--- config.mk ---
export PLATFORM = sky130hd
export DESIGN_NAME = sl_rx_ctrl
export DESIGN_NICKNAME = d
export VERILOG_FILES = /design/src/rtl/sl_pkg.sv /design/src/rtl/sl_word_fifo.sv /design/src/rtl/sl_rx_ctrl.sv
export SDC_FILE = /design/constraint.sdc
export NUM_CORES = 1
export LEC_CHECK = 0
export CORE_MARGIN = 3
export CORE_UTILIZATION = 59
export CTS_BUF_LIST = sky130_fd_sc_hd__clkbuf_4 sky130_fd_sc_hd__clkbuf_8
export DETAILED_ROUTE_END_ITERATION = 16
export GPL_ROUTABILITY_DRIVEN = 0
export GPL_TIMING_DRIVEN = 0
export PLACE_DENSITY = 0.87
export SLEW_MARGIN = 20
export SYNTH_ARGS = -nofsm -noshare
export SYNTH_HDL_FRONTEND = slang
export SYNTH_SLANG_ARGS = --single-unit
--- constraint.sdc ---
create_clock -name clk -period 6.7 [get_ports clk]
set_input_delay 1.34 -clock clk [delete_from_list [all_inputs] [get_ports clk]]
set_output_delay 1.34 -clock clk [all_outputs]
set_load 0.005 [all_outputs]
--- src/rtl/sl_pkg.sv ---
`default_nettype none
// ============================================================================
//  Module   : sl_pkg
//  Purpose  : Shared register map, STAT layout, receiver bit indices and
//             config FSM encoding for the serial-link receiver controller.
//  Revision : 1.0
// ============================================================================
package sl_pkg;

    localparam logic [1:0] C_ADDR_CFG  = 2'd0;
    localparam logic [1:0] C_ADDR_FIFO = 2'd1;
    localparam logic [1:0] C_ADDR_STAT = 2'd2;
    localparam logic [1:0] C_ADDR_MASK = 2'd3;

    localparam int C_STAT_CNT_LSB  = 0;
    localparam int C_STAT_CNT_MSB  = 2;
    localparam int C_STAT_CFG_BUSY = 3;
    localparam int C_STAT_CFG_REJ  = 4;
    localparam int C_STAT_CFG_TMO  = 5;
    localparam int C_STAT_OVF      = 6;
    localparam int C_STAT_PE       = 7;
    localparam int C_STAT_LE       = 8;
    localparam int C_STAT_LEV      = 9;
    localparam int C_STAT_ERR_LSB  = 16;
    localparam int C_STAT_ERR_MSB  = 23;

    // Receiver status bits
    localparam int C_RXS_WLC = 0;
    localparam int C_RXS_WRP = 2;
    localparam int C_RXS_WRF = 3;
    localparam int C_RXS_PEF = 4;
    localparam int C_RXS_LEF = 5;

    // Receiver config bits (BQL..BQH is the bit-quotient field)
    localparam int C_RXC_PCE = 0;
    localparam int C_RXC_BQL = 1;
    localparam int C_RXC_BQH = 6;

    typedef enum logic [1:0] {
        ST_IDLE = 2'd0,
        ST_PEND = 2'd1,
        ST_DONE = 2'd2
    } cfg_state_t;

endpackage
`default_nettype wire

--- src/rtl/sl_word_fifo.sv ---
`default_nettype none
// ============================================================================
//  Module   : sl_word_fifo
//  Purpose  : Small word FIFO with wrapping pointers and occupancy count.
//  Revision : 1.0
// ============================================================================
module sl_word_fifo #(
    parameter int DEPTH = 4,
    parameter int WIDTH = 32,
    parameter int PTR_W = $clog2(DEPTH),
    parameter int CNT_W = $clog2(DEPTH + 1)
) (
    input  logic             clk,
    input  logic             rst_n,
    input  logic             push,
    input  logic             pop,
    input  logic [WIDTH-1:0] wdata,
    output logic [WIDTH-1:0] head,
    output logic [CNT_W-1:0] count,
    output logic             full,
    output logic             empty
);

    logic [WIDTH-1:0] r_mem [DEPTH];
    logic [PTR_W-1:0] r_wr_ptr;
    logic [PTR_W-1:0] r_rd_ptr;
    logic [CNT_W-1:0] r_count;
    logic             w_do_pop;
    logic             w_do_push;

    assign empty = (r_count == '0);
    assign full  = (r_count == CNT_W'(DEPTH));
    assign count = r_count;
    assign head  = r_mem[r_rd_ptr];

    // A pop frees the slot a same-cycle push into a full FIFO needs.
    assign w_do_pop  = pop & ~empty;
    assign w_do_push = push & (~full | w_do_pop);

    always_ff @(posedge clk or negedge rst_n) begin
        if (!rst_n) begin
            r_wr_ptr <= '0;
            r_rd_ptr <= '0;
            r_count  <= '0;
        end else begin
            if (w_do_push) r_wr_ptr <= r_wr_ptr + 1'b1;
            if (w_do_pop)  r_rd_ptr <= r_rd_ptr + 1'b1;
            case ({w_do_push, w_do_pop})
                2'b10:   r_count <= r_count + 1'b1;
                2'b01:   r_count <= r_count - 1'b1;
                default: r_count <= r_count;
            endcase
        end
    end

    always_ff @(posedge clk) begin
        if (w_do_push) r_mem[r_wr_ptr] <= wdata;
    end

endmodule
`default_nettype wire

--- src/rtl/sl_rx_ctrl.sv ---
`default_nettype none
// ============================================================================
//  Module   : sl_rx_ctrl
//  Purpose  : Host register front-end for the serial-link receiver: config
//             handshake FSM, captured-word FIFO, error flags and interrupt.
//  Revision : 1.0
// ============================================================================
module sl_rx_ctrl
    import sl_pkg::*;
#(
    parameter int STATUS_WIDTH = 16,
    parameter int CONFIG_WIDTH = 16,
    parameter int CFG_TIMEOUT  = 255
) (
    input  logic                    clk,
    input  logic                    rst_n,
    input  logic [1:0]              host_addr,
    input  logic                    host_wr,
    input  logic                    host_rd,
    input  logic [31:0]             host_wdata,
    output logic [31:0]             host_rdata,
    output logic                    host_rvalid,
    output logic                    irq,
    input  logic [STATUS_WIDTH-1:0] rx_status_w,
    input  logic [31:0]             rx_data_w,
    input  logic [CONFIG_WIDTH-1:0] rx_config_w,
    input  logic                    rx_changed,
    output logic [CONFIG_WIDTH-1:0] rx_wr_config,
    output logic                    rx_wr_enable
);

    localparam int TMO_W = (CFG_TIMEOUT < 2) ? 1 : $clog2(CFG_TIMEOUT + 1);

    cfg_state_t                        r_state;
    logic [TMO_W-1:0]                  r_tmo_cnt;
    logic [C_STAT_LEV:C_STAT_CFG_REJ]  r_flags;
    logic [7:0]                        r_err_cnt;
    logic [9:0]                        r_mask;

    logic [C_STAT_LEV:C_STAT_CFG_REJ]  w_flag_set;
    logic [C_STAT_LEV:C_STAT_CFG_REJ]  w_flag_clr;
    logic        w_wr_cfg, w_wr_stat, w_wr_mask, w_rd_fifo;
    logic        w_cfg_bad, w_match, w_tmo_hit;
    logic        w_wrf, w_push, w_pe_ev, w_le_ev, w_lev_ev;
    logic [1:0]  w_err_inc;
    logic [8:0]  w_err_sum;
    logic [31:0] w_stat, w_rd_mux, w_fifo_head;
    logic [2:0]  w_fifo_count;
    logic        w_fifo_full, w_fifo_empty;
    logic        w_unused;

    assign w_wr_cfg  = host_wr & (host_addr == C_ADDR_CFG);
    assign w_wr_stat = host_wr & (host_addr == C_ADDR_STAT);
    assign w_wr_mask = host_wr & (host_addr == C_ADDR_MASK);
    assign w_rd_fifo = host_rd & (host_addr == C_ADDR_FIFO);

    assign w_cfg_bad = (host_wdata[C_RXC_BQH:C_RXC_BQL] < 6'd8) | host_wdata[C_RXC_BQL];
    assign w_match   = (rx_config_w == rx_wr_config);
    assign w_tmo_hit = (r_tmo_cnt == TMO_W'(CFG_TIMEOUT));

    assign w_wrf    = rx_changed & rx_status_w[C_RXS_WRF];
    assign w_push   = w_wrf & ~rx_status_w[C_RXS_PEF] & ~rx_status_w[C_RXS_WLC];
    assign w_pe_ev  = w_wrf & rx_status_w[C_RXS_PEF];
    assign w_le_ev  = w_wrf & rx_status_w[C_RXS_WLC];
    assign w_lev_ev = rx_changed & rx_status_w[C_RXS_LEF];

    always_comb begin
        w_flag_set                 = '0;
        w_flag_set[C_STAT_CFG_REJ] = w_wr_cfg & ((r_state != ST_IDLE) | w_cfg_bad);
        w_flag_set[C_STAT_CFG_TMO] = (r_state == ST_PEND) & ~w_match & w_tmo_hit;
        w_flag_set[C_STAT_OVF]     = w_push & w_fifo_full & ~w_rd_fifo;
        w_flag_set[C_STAT_PE]      = w_pe_ev;
        w_flag_set[C_STAT_LE]      = w_le_ev;
        w_flag_set[C_STAT_LEV]     = w_lev_ev;
    end

    assign w_flag_clr = w_wr_stat ? host_wdata[C_STAT_LEV:C_STAT_CFG_REJ] : '0;
    assign w_err_inc  = {1'b0, w_pe_ev} + {1'b0, w_le_ev} + {1'b0, w_lev_ev};
    assign w_err_sum  = {1'b0, (w_wr_stat & host_wdata[31]) ? 8'd0 : r_err_cnt} + {7'd0, w_err_inc};

    always_comb begin
        w_stat                                = '0;
        w_stat[C_STAT_CNT_MSB:C_STAT_CNT_LSB] = w_fifo_count;
        w_stat[C_STAT_CFG_BUSY]               = (r_state == ST_PEND);
        w_stat[C_STAT_LEV:C_STAT_CFG_REJ]     = r_flags;
        w_stat[C_STAT_ERR_MSB:C_STAT_ERR_LSB] = r_err_cnt;
    end

    always_comb begin
        w_rd_mux = '0;
        case (host_addr)
            C_ADDR_CFG:  w_rd_mux = 32'(rx_config_w);
            C_ADDR_FIFO: w_rd_mux = w_fifo_empty ? 32'd0 : w_fifo_head;
            C_ADDR_STAT: w_rd_mux = w_stat;
            default:     w_rd_mux = {22'd0, r_mask};
        endcase
    end

    sl_word_fifo #(
        .DEPTH (4),
        .WIDTH (32)
    ) u_fifo (
        .clk   (clk),
        .rst_n (rst_n),
        .push  (w_push),
        .pop   (w_rd_fifo),
        .wdata (rx_data_w),
        .head  (w_fifo_head),
        .count (w_fifo_count),
        .full  (w_fifo_full),
        .empty (w_fifo_empty)
    );

    always_ff @(posedge clk or negedge rst_n) begin
        if (!rst_n) begin
            r_state      <= ST_IDLE;
            r_tmo_cnt    <= '0;
            rx_wr_enable <= 1'b0;
            rx_wr_config <= CONFIG_WIDTH'(16'h0010);
        end else begin
            case (r_state)
                ST_IDLE: begin
                    if (w_wr_cfg && !w_cfg_bad) begin
                        r_state      <= ST_PEND;
                        rx_wr_config <= host_wdata[CONFIG_WIDTH-1:0];
                        r_tmo_cnt    <= '0;
                        rx_wr_enable <= 1'b1;
                    end
                end
                ST_PEND: begin
                    if (w_match || w_tmo_hit) begin
                        r_state      <= ST_DONE;
                        rx_wr_enable <= 1'b0;
                    end else begin
                        r_tmo_cnt <= r_tmo_cnt + 1'b1;
                    end
                end
                ST_DONE: r_state <= ST_IDLE;
                default: begin
                    r_state      <= ST_IDLE;
                    rx_wr_enable <= 1'b0;
                end
            endcase
        end
    end

    // Set beats clear when both land in the same cycle.
    always_ff @(posedge clk or negedge rst_n) begin
        if (!rst_n) begin
            r_flags     <= '0;
            r_err_cnt   <= '0;
            r_mask      <= '0;
            irq         <= 1'b0;
            host_rdata  <= '0;
            host_rvalid <= 1'b0;
        end else begin
            r_flags     <= w_flag_set | (r_flags & ~w_flag_clr);
            r_err_cnt   <= w_err_sum[8] ? 8'hFF : w_err_sum[7:0];
            irq         <= (r_mask[0] & ~w_fifo_empty) | (|(r_mask[9:4] & r_flags));
            host_rvalid <= host_rd;
            if (w_wr_mask) r_mask <= host_wdata[9:0];
            if (host_rd) host_rdata <= w_rd_mux;
        end
    end

    assign w_unused = ^{host_wdata, rx_status_w, host_wdata[C_RXC_PCE], rx_status_w[C_RXS_WRP]};

endmodule
`default_nettype wire
==> impl_metrics.toml <==
[critical_path]
path_class = "in2reg"
crit_chain = "clkdlybuf4s50_1 > buf_2 > nand4b_1 > clkbuf_1 > and2_1 > fa_1 > ha_1 > inv_1 > fa_1 > nor2b_1 > nand3_1 > inv_1 > nand4_1 > nand2b_1"
cpPeakStageDelay_ns = 0.49
cp.arrival_ns = 4.80
cp_slowest_cell = "fa_1"
cp.required_ns = 7.16
worst_setup_path_end_kind = "flip-flop"
crit_family = "simple AND/OR/NAND/NOR gates"
critPathBufInv = 5
path_max_fanout = 10
worst_setup_path_start_kind = "input port"

[synthesis]
yosys_warnings = 0
syn_area_um2 = 9180
ys.flop_type = "edfxtp_1"
ys_seq_area_share_pct = 67.0
avgSynthCellArea_um2 = 15.1
ys_async_sr_fraction_pct = 41.8
synth_nets = 720
synth_edf_count = 128
ys_seq_elements = 220
netlist_instances = 607
synth_cell_type_count = 53

[drt]
met3WireLength_um = 1710
ant_nets = 0
drt_first_pass_iters = 5
wl_per_cell_um = 21.7
vias_per_cell = 6.04
highest_layer = "met4"
vias = 5965
routed-wl-met2_um = 10700
finalWirelength_um = 21400
first_iter_violations = 537
drc = 0
m1WireLength_um = 8430

[power]
power.leakage_nw = 4.40
powerDensity_nw_per_um2 = 323
irDropWorstVdd_mv = 0.263

[place]
io_buffers = 126
hpwl_um = 15200

[clocking]
ctsLongestPathBuffers = 3
path_clk_slew_ns = 0.07
cts_resized = 0
cts_max_level = 2
cts_tree = "yes"
cts_sinks = 220
postCtsSetupBuffers = 0
cts_buffers = 36
clockRootBuffer = "clkbuf_8"
clk_latency_ns = 0.54
ctsHoldBuffers = 0

[final_layout]
final_nets = 889
area_delta_synth_final_pct = 25.4
diodes = 0
drive_above_1_share_pct = 19.6

[die]
die_x_um = 131
die_h_um = 131
io_pins = 154
fp.dieArea_um2 = 17100
coreArea_um2 = 14900
initial_core_util_pct = 61.7
std_cell_rows = 44

[sta]
fin_crit_ns = 4.34
slew_viol_final = 0
fin_crit_sh_pct = 64.8
worst_pin_slew_ns = 0.750
timing.final.hold_violations = 0
whs_ns = 0.510
finalSetupViolCount = 0
rsz0062_at_grt = "no"
finalSetupTns_ns = 0
clock_skew_ns = 0.0249
fmax_ghz = 0.230
maxSlewHeadroom_pct = 50.0

[run_status]
outcome = "finished, final reports clean"

[global_route]
grt_remaining_overflow = 0
grt_max_degree = 72
antenna_found_initial = 0
grt_pass1_vias = 6199
grt_use_total_pct = 25.9
grt_pass1_wl_um = 33500

[job]
cap_viol_max_count = 0

[hold_path]
hold_path_class = "reg2reg"
power breakdown:
| group | internal [W] | leakage [nW] | switching (W) | total [W] |
|---|---|---|---|---|
| registers | 0.00158 | 2.29 | 0.000107 | 0.00169 |
| clock network | 0.000615 | 0.379 | 0.000523 | 0.00114 |
| logic | 0.000472 | 1.73 | 0.000414 | 0.000887 |
| total | 0.00267 | 4.40 | 0.00104 | 0.00372 |
kinds of logic after synthesis:
group / synth area share, %
adder cells (fa/ha/maj): 1.61
AO/OA/AOI/OAI: 5.75
buffers and inverters: 2.54
flip-flops: 67.0
AND/OR/NAND/NOR: 8.23
multiplexers: 12.6
XOR/XNOR: 2.29
layout make-up:
class,instances,area [µm²]
inverters,22,82.6
plain buffers,27,150
clock inverters,12,65.1
repair buffers,131,1390
well taps,184,230
clock buffers,53,636
fillers,825,3360
flip-flops and latches,220,6150
multi-input cells,338,2800
stage by stage:
| stage | power (W) | util (%) | worst slack (ns) | area [µm²] | instances |
|---|---|---|---|---|---|
| after floorplan | 0.00226 | - | 2.89 | 9180 | 607 |
| after global placement | 0.00254 | 71.8 | 0.978 | 10700 | 917 |
| after detailed placement | 0.00260 | 72.7 | 1.83 | 10800 | 922 |
| after CTS | 0.00374 | 77.4 | 2.40 | 11500 | 987 |
| after global routing | 0.00389 | 77.4 | 2.18 | 11500 | 987 |
| final | 0.00372 | 77.4 | 2.36 | 11500 | 987 |
worst reg2reg max path, stage by stage, from the launching register on:
cell and delay, ns:
dfrtp_1 0.39, and2_1 0.15, fa_1 0.49, ha_1 0.18, inv_1 0.06, fa_1 0.40
nor2b_1 0.19, nand3_1 0.15, inv_1 0.10, nand4_1 0.27, nand2b_1 0.17
sequential cells by signal, summed over array words and instances (netlist names), 2 cells and up:
name and count:
r_flags 6, host_rdata 32, r_tmo_cnt 8, r_mask 10
u_fifo.r_mem 128, u_fifo.count 3, u_fifo.r_rd_ptr 2, r_state 2
rx_wr_config 16, r_err_cnt 8, u_fifo.r_wr_ptr 2
layer usage:
metal,global-route usage (%),vias up
met4,9.13,0
met1,34.8,2996
met3,5.24,52
met2,42.9,292
li1,-,2625
met5,0,-
placed cells by master, fill, tap and decap left out, drive strengths merged, types with 2 or more instances in the layout:
cell type	count
xnor2	7
dfrtp	91
fa	3
mux2i	3
a21oi	17
a21o	4
nand3	23
nor2b	6
or3	4
a22oi	17
mux2	36
and3	3
buf	21
clkdlybuf4s50	125
nand3b	2
and2	11
nor2	34
o21ai	20
nand2	44
mux4	32
o22ai	3
nand4b	2
xor2	17
ha	7
inv	24
o211ai	4
clkinv	10
o221ai	2
nor4	6
a31oi	8
edfxtp	128
clkbuf	65
nand4	6
nand2b	4
final timing paths:
kind	endpoint	cells past startpoint	slack (ns)	start
max	r_err_cnt[0]$_DFF_PN0_	14	2.36	host_addr[0]
min	r_mask[2]$_DFFE_PN0P_	1	0.51	r_mask[2]$_DFFE_PN0P_
max reg2reg	r_err_cnt[0]$_DFF_PN0_	10	4.07	r_err_cnt[0]$_DFF_PN0_
min reg2reg	r_mask[2]$_DFFE_PN0P_	1	0.51	r_mask[2]$_DFFE_PN0P_
max in group asynchronous	rx_wr_config[4]$_DFFE_PN1P_	2	5.39	rst_n
min in group asynchronous	host_rdata[13]$_DFFE_PN0P_	1	0.66	rst_n
synth_stat cells, drive strengths merged, types with 8 or more instances:
library cell	instances	area, µm²
and2	11	68.8
a31oi	8	50.1
clkbuf	12	45.0
mux2	36	405
dfrtp	91	2280
a22oi	17	128
xor2	17	149
mux4	32	721
nand3	23	120
a21oi	17	85.1
o21ai	20	104
nand2	44	165
nor2	34	128
edfxtp	128	3840
inv	22	82.6
buf	15	105
(Power assumes the default switching activity.)
